## src/rtl/onchip_mem_march_bist.sv

```systemverilog
// Flop-based 2**ADDR_BITS x WIDTH memory with a host port, a stuck-at-1 fault injector
// and a March C- BIST engine that counts mismatches and captures the first failure.
module onchip_mem_march_bist #(
    parameter int ADDR_BITS = 4,
    parameter int WIDTH     = 8,
    parameter int ERR_BITS  = 8
) (
    input  logic                 clk,
    input  logic                 reset,
    input  logic [ADDR_BITS-1:0] host_addr,
    input  logic [WIDTH-1:0]     host_wdata,
    input  logic                 host_we,
    output logic [WIDTH-1:0]     host_rdata,
    input  logic                 start,
    input  logic [1:0]           bg_mode,
    input  logic                 inject_en,
    input  logic [ADDR_BITS-1:0] inject_addr,
    input  logic [WIDTH-1:0]     inject_mask,
    output logic                 busy,
    output logic                 done,
    output logic                 pass,
    output logic [ERR_BITS-1:0]  err_count,
    output logic [ADDR_BITS-1:0] fail_addr,
    output logic [2:0]           fail_elem
);

    localparam int DEPTH = 1 << ADDR_BITS;
    localparam logic [WIDTH-1:0] CHK = WIDTH'({(WIDTH/2){2'b01}});

    typedef enum logic [2:0] {S_IDLE, S_M0, S_M1, S_M2, S_M3, S_M4, S_M5, S_DONE} state_t;

    state_t                r_state, w_state_nxt;
    logic [ADDR_BITS-1:0]  r_addr, w_addr_nxt;
    logic                  r_phase, w_phase_nxt;
    logic [1:0]            r_bg_mode;
    logic [ERR_BITS-1:0]   r_err;
    logic [ADDR_BITS-1:0]  r_fail_addr;
    logic [2:0]            r_fail_elem;
    logic [WIDTH-1:0]      r_mem [DEPTH];

    logic                  w_busy, w_start_acc, w_rd_op, w_wr_op, w_rd_inv, w_wr_inv;
    logic                  w_down, w_two_op, w_at_end, w_mis;
    logic [2:0]            w_elem;
    logic [WIDTH-1:0]      w_bg, w_bist_rd, w_wdata;

    function automatic logic [WIDTH-1:0] bg_val(input logic [1:0] mode,
                                                input logic [ADDR_BITS-1:0] a);
        logic [WIDTH-1:0] v;
        case (mode)
            2'b00:   v = '0;
            2'b01:   v = a[0] ? ~CHK : CHK;
            2'b10:   v = WIDTH'(a);
            default: v = '1;
        endcase
        return v;
    endfunction

    // Injection sits on the read path only, so host and BIST see the same faulty word.
    assign host_rdata = r_mem[host_addr] |
                        ((inject_en && host_addr == inject_addr) ? inject_mask : '0);
    assign w_bist_rd  = r_mem[r_addr] |
                        ((inject_en && r_addr == inject_addr) ? inject_mask : '0);

    assign w_busy      = (r_state != S_IDLE) && (r_state != S_DONE);
    assign w_start_acc = !w_busy && start;
    assign w_bg        = bg_val(r_bg_mode, r_addr);
    assign w_wdata     = w_bg ^ {WIDTH{w_wr_inv}};
    assign w_mis       = w_rd_op && (w_bist_rd != (w_bg ^ {WIDTH{w_rd_inv}}));

    always_comb begin
        w_state_nxt = r_state;
        w_addr_nxt  = r_addr;
        w_phase_nxt = r_phase;
        w_rd_op     = 1'b0;
        w_wr_op     = 1'b0;
        w_rd_inv    = 1'b0;
        w_wr_inv    = 1'b0;
        w_elem      = 3'd0;
        w_down      = (r_state == S_M3) || (r_state == S_M4);
        w_two_op    = (r_state == S_M1) || (r_state == S_M2) ||
                      (r_state == S_M3) || (r_state == S_M4);
        w_at_end    = w_down ? (r_addr == '0) : (r_addr == '1);
        case (r_state)
            S_M0: w_wr_op = 1'b1;
            S_M1: begin w_elem = 3'd1; w_wr_inv = 1'b1; end
            S_M2: begin w_elem = 3'd2; w_rd_inv = 1'b1; end
            S_M3: begin w_elem = 3'd3; w_wr_inv = 1'b1; end
            S_M4: begin w_elem = 3'd4; w_rd_inv = 1'b1; end
            S_M5: begin w_elem = 3'd5; w_rd_op = 1'b1; end
            default: ;
        endcase
        if (w_two_op) begin
            w_rd_op     = !r_phase;
            w_wr_op     = r_phase;
            w_phase_nxt = !r_phase;
        end

        if (w_start_acc) begin
            w_state_nxt = S_M0;
            w_addr_nxt  = '0;
            w_phase_nxt = 1'b0;
        end else if (w_busy && (!w_two_op || r_phase)) begin
            if (!w_at_end) begin
                w_addr_nxt = w_down ? r_addr - 1'b1 : r_addr + 1'b1;
            end else begin
                // Element boundary: next element starts at its own first address.
                case (r_state)
                    S_M0:    begin w_state_nxt = S_M1; w_addr_nxt = '0; end
                    S_M1:    begin w_state_nxt = S_M2; w_addr_nxt = '0; end
                    S_M2:    begin w_state_nxt = S_M3; w_addr_nxt = '1; end
                    S_M3:    begin w_state_nxt = S_M4; w_addr_nxt = '1; end
                    S_M4:    begin w_state_nxt = S_M5; w_addr_nxt = '0; end
                    default: begin w_state_nxt = S_DONE; w_addr_nxt = '0; end
                endcase
            end
        end
    end

    always_ff @(posedge clk) begin
        if (reset) begin
            r_state     <= S_IDLE;
            r_addr      <= '0;
            r_phase     <= 1'b0;
            r_bg_mode   <= 2'b00;
            r_err       <= '0;
            r_fail_addr <= '0;
            r_fail_elem <= 3'd0;
        end else begin
            r_state <= w_state_nxt;
            r_addr  <= w_addr_nxt;
            r_phase <= w_phase_nxt;
            if (w_start_acc) begin
                r_bg_mode   <= bg_mode;
                r_err       <= '0;
                r_fail_addr <= '0;
                r_fail_elem <= 3'd0;
            end else if (w_mis) begin
                if (r_err != '1) r_err <= r_err + ERR_BITS'(1);
                if (r_err == '0) begin
                    r_fail_addr <= r_addr;
                    r_fail_elem <= w_elem;
                end
            end
        end
    end

    // Host writes only while idle, so they never collide with march writes.
    always_ff @(posedge clk) begin
        if (w_wr_op)
            r_mem[r_addr] <= w_wdata;
        else if (!w_busy && host_we)
            r_mem[host_addr] <= host_wdata;
    end

    assign busy      = w_busy;
    assign done      = (r_state == S_DONE);
    assign pass      = (r_state == S_DONE) && (r_err == '0);
    assign err_count = r_err;
    assign fail_addr = r_fail_addr;
    assign fail_elem = r_fail_elem;

endmodule
```

## config.mk

```make
export PLATFORM = sky130hd
export DESIGN_NAME = onchip_mem_march_bist
export DESIGN_NICKNAME = d
export VERILOG_FILES = /design/src/rtl/onchip_mem_march_bist.sv
export SDC_FILE = /design/constraint.sdc
export NUM_CORES = 1
export LEC_CHECK = 0
export ABC_AREA = 1
export CAP_MARGIN = 20
export CORE_ASPECT_RATIO = 0.6
export CORE_UTILIZATION = 40
export DETAILED_ROUTE_END_ITERATION = 6
export PLACE_DENSITY = 0.63
export SLEW_MARGIN = 20
export SYNTH_ARGS = -nofsm -noshare
export SYNTH_HDL_FRONTEND = slang
export SYNTH_SLANG_ARGS = --single-unit
export TNS_END_PERCENT = 50
```

## constraint.sdc

```tcl
create_clock -name clk -period 3.8 [get_ports clk]
set_input_delay 0.76 -clock clk [delete_from_list [all_inputs] [get_ports clk]]
set_output_delay 0.76 -clock clk [all_outputs]
set_load 0.03 [all_outputs]
```

==> results.md <==
GRT:
- Entering global routing, the biggest net connects 70 pins.
- The global-route wire length before repair is 42,400 um.
- The total global routing overflow is 0.
- For this run, the total global-route usage over all layers was measured as 0.262.
- The number of antenna violations at the first check in global routing is 0.
- The via count of the first global-routing pass was 7,182.

Critical path:
- Along the worst path, the maximum fanout reaches 8.
- The category of the worst setup path capture point is a primary output.
- Grouping stages by cell kind, the critical path spends the most delay in buffers and inverters.
- In this run the worst setup path begins at host_addr[1].
- The critical path goes through clkdlybuf4s50_1, inv_1, o22ai_1, a21oi_1, o2111ai_1, a221oi_1, buf_4, nand2_1, nand3_1, buf_4.
- STA classifies the critical path startpoint as a primary input.
- Among the stages of the critical path, the cell type that occurs most often is buf_4.
- At the worst endpoint, the arrival time is 2.68 ns.
- The cell type of the slowest stage on the worst timing path is clkdlybuf4s50_1.
- The critical path is of the in -> out type.
- For this run, the slowest stage of the critical path takes 0.46 ns.
- For the worst setup path, the data required time is 3.04 ns.
- The worst reg2reg path startpoint is r_state[1]$_SDFFE_PP0P_.
- Counting both buffers and inverters, the worst setup path holds a total of 4.

Clock network:
- The depth of the CTS H-tree is 4.
- The later-pin clock latency in the skew report is 0.43 ns.
- The number of buffers inserted by post-CTS setup repair is 0.
- The TritonCTS clock tree is yes.
- After clock tree synthesis, the clock-pin slew on the worst setup and hold paths is 0.06 ns.
- The number of clock sinks seen by CTS is 157.
- The worst-case clock buffer depth is 2.
- The number of buffers inserted for hold repair after clock tree synthesis is 0.
- Once the clock tree was built, the resizer swapped 0 gates to a different size.
- The root buffer cell chosen for the clock tree is clkbuf_16.
- The number of buffers added by the clock tree synthesis step is 17.

Cells and area:
- The ratio of cells with drive above 1 in the final layout is 0.0923.
- The top cell types in the final layout, fill and taps aside, are nand2_1 (245), nand3_1 (146), edfxtp_1 (128).
- At the end of the flow, the number of nets in the layout was 1,107.
- The area added between synthesis and finish is 19.3%.
- The library cell used most frequently in the layout, excluding fill and tap cells, is nand2_1.
- The number of antenna diodes in the final layout is 0.
- After routing the design area is 0.0101 mm2.

Synth:
- The area of the mapped netlist is 0.00848 mm2.
- The post-synthesis sequential element count is 157.
- Synthesis handed over a netlist of 1,011 instances.
- Of the synthesized area, sequential elements account for 0.522.
- For this run, the number of Yosys warnings is 0.
- Synthesis produced a netlist with a net count of 1,047.
- A synthesized cell averages 8.39 um2.
- After synthesis, the netlist uses 45 different library cells.

Timing:
- The final-report setup violation count is 0.
- The max-slew violation count was 0.
- Timing would allow up to 291 MHz.
- The pin slew with the least headroom to its limit is 0.837 ns.
- After layout, the worst setup slack is 0.359 ns.
- For the final routed database, the setup TNS stands at 0 ns.
- The number of failing hold endpoints at the final stage is 0.
- Headroom to the max-slew limit came out at 0.442.
- The worst path in the final design needs a cycle of 3.44 ns, including I/O delays and setup.
- Setup repair after global routing left no endpoint under its margin.
- The setup clock skew after layout is 0.0151 ns.
- Of the available clock period, the critical path in the final layout requires 0.905.

Run status:
- The run finished with clean final reports.

Detailed routing:
- The total detailed-routing wirelength is 27,500 um.
- The detailed-routing iteration count for the pre-antenna-repair pass is 7.
- Using the TritonRoute via totals, the vias-per-cell ratio works out to 5.77.
- In this run, the number of DRC markers left after iteration 0 of detailed routing was 1,238.
- The routed layout has 7,826 vias.
- After detailed routing, the number of remaining DRC violations is 0.
- Dividing the detail-routed wire length by the instance count gives 20.3 um.
- The final antenna-violating net count is 0.

Placement:
- The congestion estimate from routability-driven global placement came to 0.925.
- The placed instance area is 0.00947 mm2.
- At the placement stage, the worst setup path has a slack of 0.444 ns.
- The post-detailed-placement half-perimeter wirelength is 18,600 um.
- The count of buffers from port buffering is 56.

Floorplanning:
- The floorplan step defined a die boundary enclosing 0.0218 mm2.
- The effective utilization at floorplan is 0.416.
- The floorplan step defined a core boundary enclosing 0.0204 mm2.
- The die is 190 um wide.
- The row count is 40.
- The height of the die is 115 um.
- The number of primary I/O pins is 57.

Power and ir drop:
- The leakage power is 3.92 nW.
- The power density over cell area is 451 mW/mm2.
- The worst IR drop on VDD is 0.000337 V.

Run:
- The max-capacitance violation count is 0.

Hold path:
- The hold path startpoint is fail_elem[1]$_SDFFE_PP0P_.
- The class of the most critical hold timing path is reg -> reg.
flip-flops by register name, indices dropped and copies added, names as in the netlist, named ones only:
| signal | count |
|---|---|
| r_mem | 128 |
| err_count | 8 |
| fail_addr | 4 |
| r_addr | 4 |
| fail_elem | 3 |
| r_state | 3 |
| r_bg_mode | 2 |
| r_phase | 1 |
cell families (layout without fill, tap and decap cells):
family,count (synthesis),after routing,synth area share
simple gates,547,547,0.277
compound gates,154,154,0.111
flops,157,157,0.522
buf+inv,131,204,0.0638
fa+ha+maj,5,5,0.00826
xor+xnor,17,17,0.0184
worst reg2reg max path: stages (launching register included):
cell and delay, ns:
dfxtp_1 0.42, inv_1 0.14, a21oi_1 0.23, inv_2 0.11, nand3_1 0.27, inv_2 0.23
o21ai_0 0.42, inv_1 0.11, nor2_1 0.14, nand2_1 0.08, nor2_1 0.20, buf_4 0.26
per-stage QoR:
step                      power, mW  hold WS (ns)  utilization  instances
after detailed placement       2.68         0.494        0.465       1325
after global routing           4.72         0.542        0.496       1357
final                          4.56         0.512        0.496       1357
after CTS                      4.55         0.505        0.496       1357
after global placement         2.67         0.488        0.465       1325
after floorplan                2.41         0.470            -       1011
power by group:
group | switching (mW) | internal [mW]
Combinational | 0.466 | 0.219
Clock | 0.737 | 1.16
Sequential | 0.0334 | 1.94
Total | 1.24 | 3.32
path summary, 6_finish.rpt:
kind | slack (ns) | cells after the start | end
max | 0.36 | 10 | host_rdata[7]
min reg2reg | 0.51 | 4 | fail_elem[1]$_SDFFE_PP0P_
max reg2reg | 0.88 | 11 | r_mem[0][2]$_DFFE_PP_
min | 0.51 | 4 | fail_elem[1]$_SDFFE_PP0P_
routing by layer:
layer | wire (um) | share of wire | track usage | vias to the layer above
met1 | 12900 | 0.47 | 0.416 | 3644
met3 | 3630 | 0.13 | 0.0717 | 42
met5 | 0 | 0 | 0 | -
met4 | 422 | 0.015 | 0.0715 | 0
li1 | - | - | - | 3596
met2 | 10600 | 0.39 | 0.338 | 544
layout make-up:
cell class	count	area, um2
fill	1795	10300
sequential	157	4430
timing repair buffer	94	896
multi-input combinational	723	3510
clock inverter	15	219
clock buffer	17	425
tap	273	342
inverter	78	293
cell usage after synthesis (all sizes together):
cell type  number  area (um2)
xor2           12         113
a311oi          1        8.76
ha              4        50.1
a211oi          3        22.5
nand4          17         106
clkbuf         28         105
a31oi           1        6.26
a21oi          19         106
o2111ai         1        8.76
o21a            1        7.51
a221oi          4        35.0
nand3b          1        7.51
buf            25         143
o21ai          84         432
or2             1        6.26
inv            76         285
fa              1        20.0
nor3            2        10.0
nor4            2        12.5
dfxtp          29         581
nand2         248         943
xnor2           5        43.8
nor2          128         500
edfxtp        128        3840
o211ai          9        67.6
o31ai           1        7.51
nand3         148         758
o221ai         20         175
o22ai           9        56.3
o311ai          1        8.76
clkinv          2        7.51
Note: power is estimated with default switching activity, not from simulation.
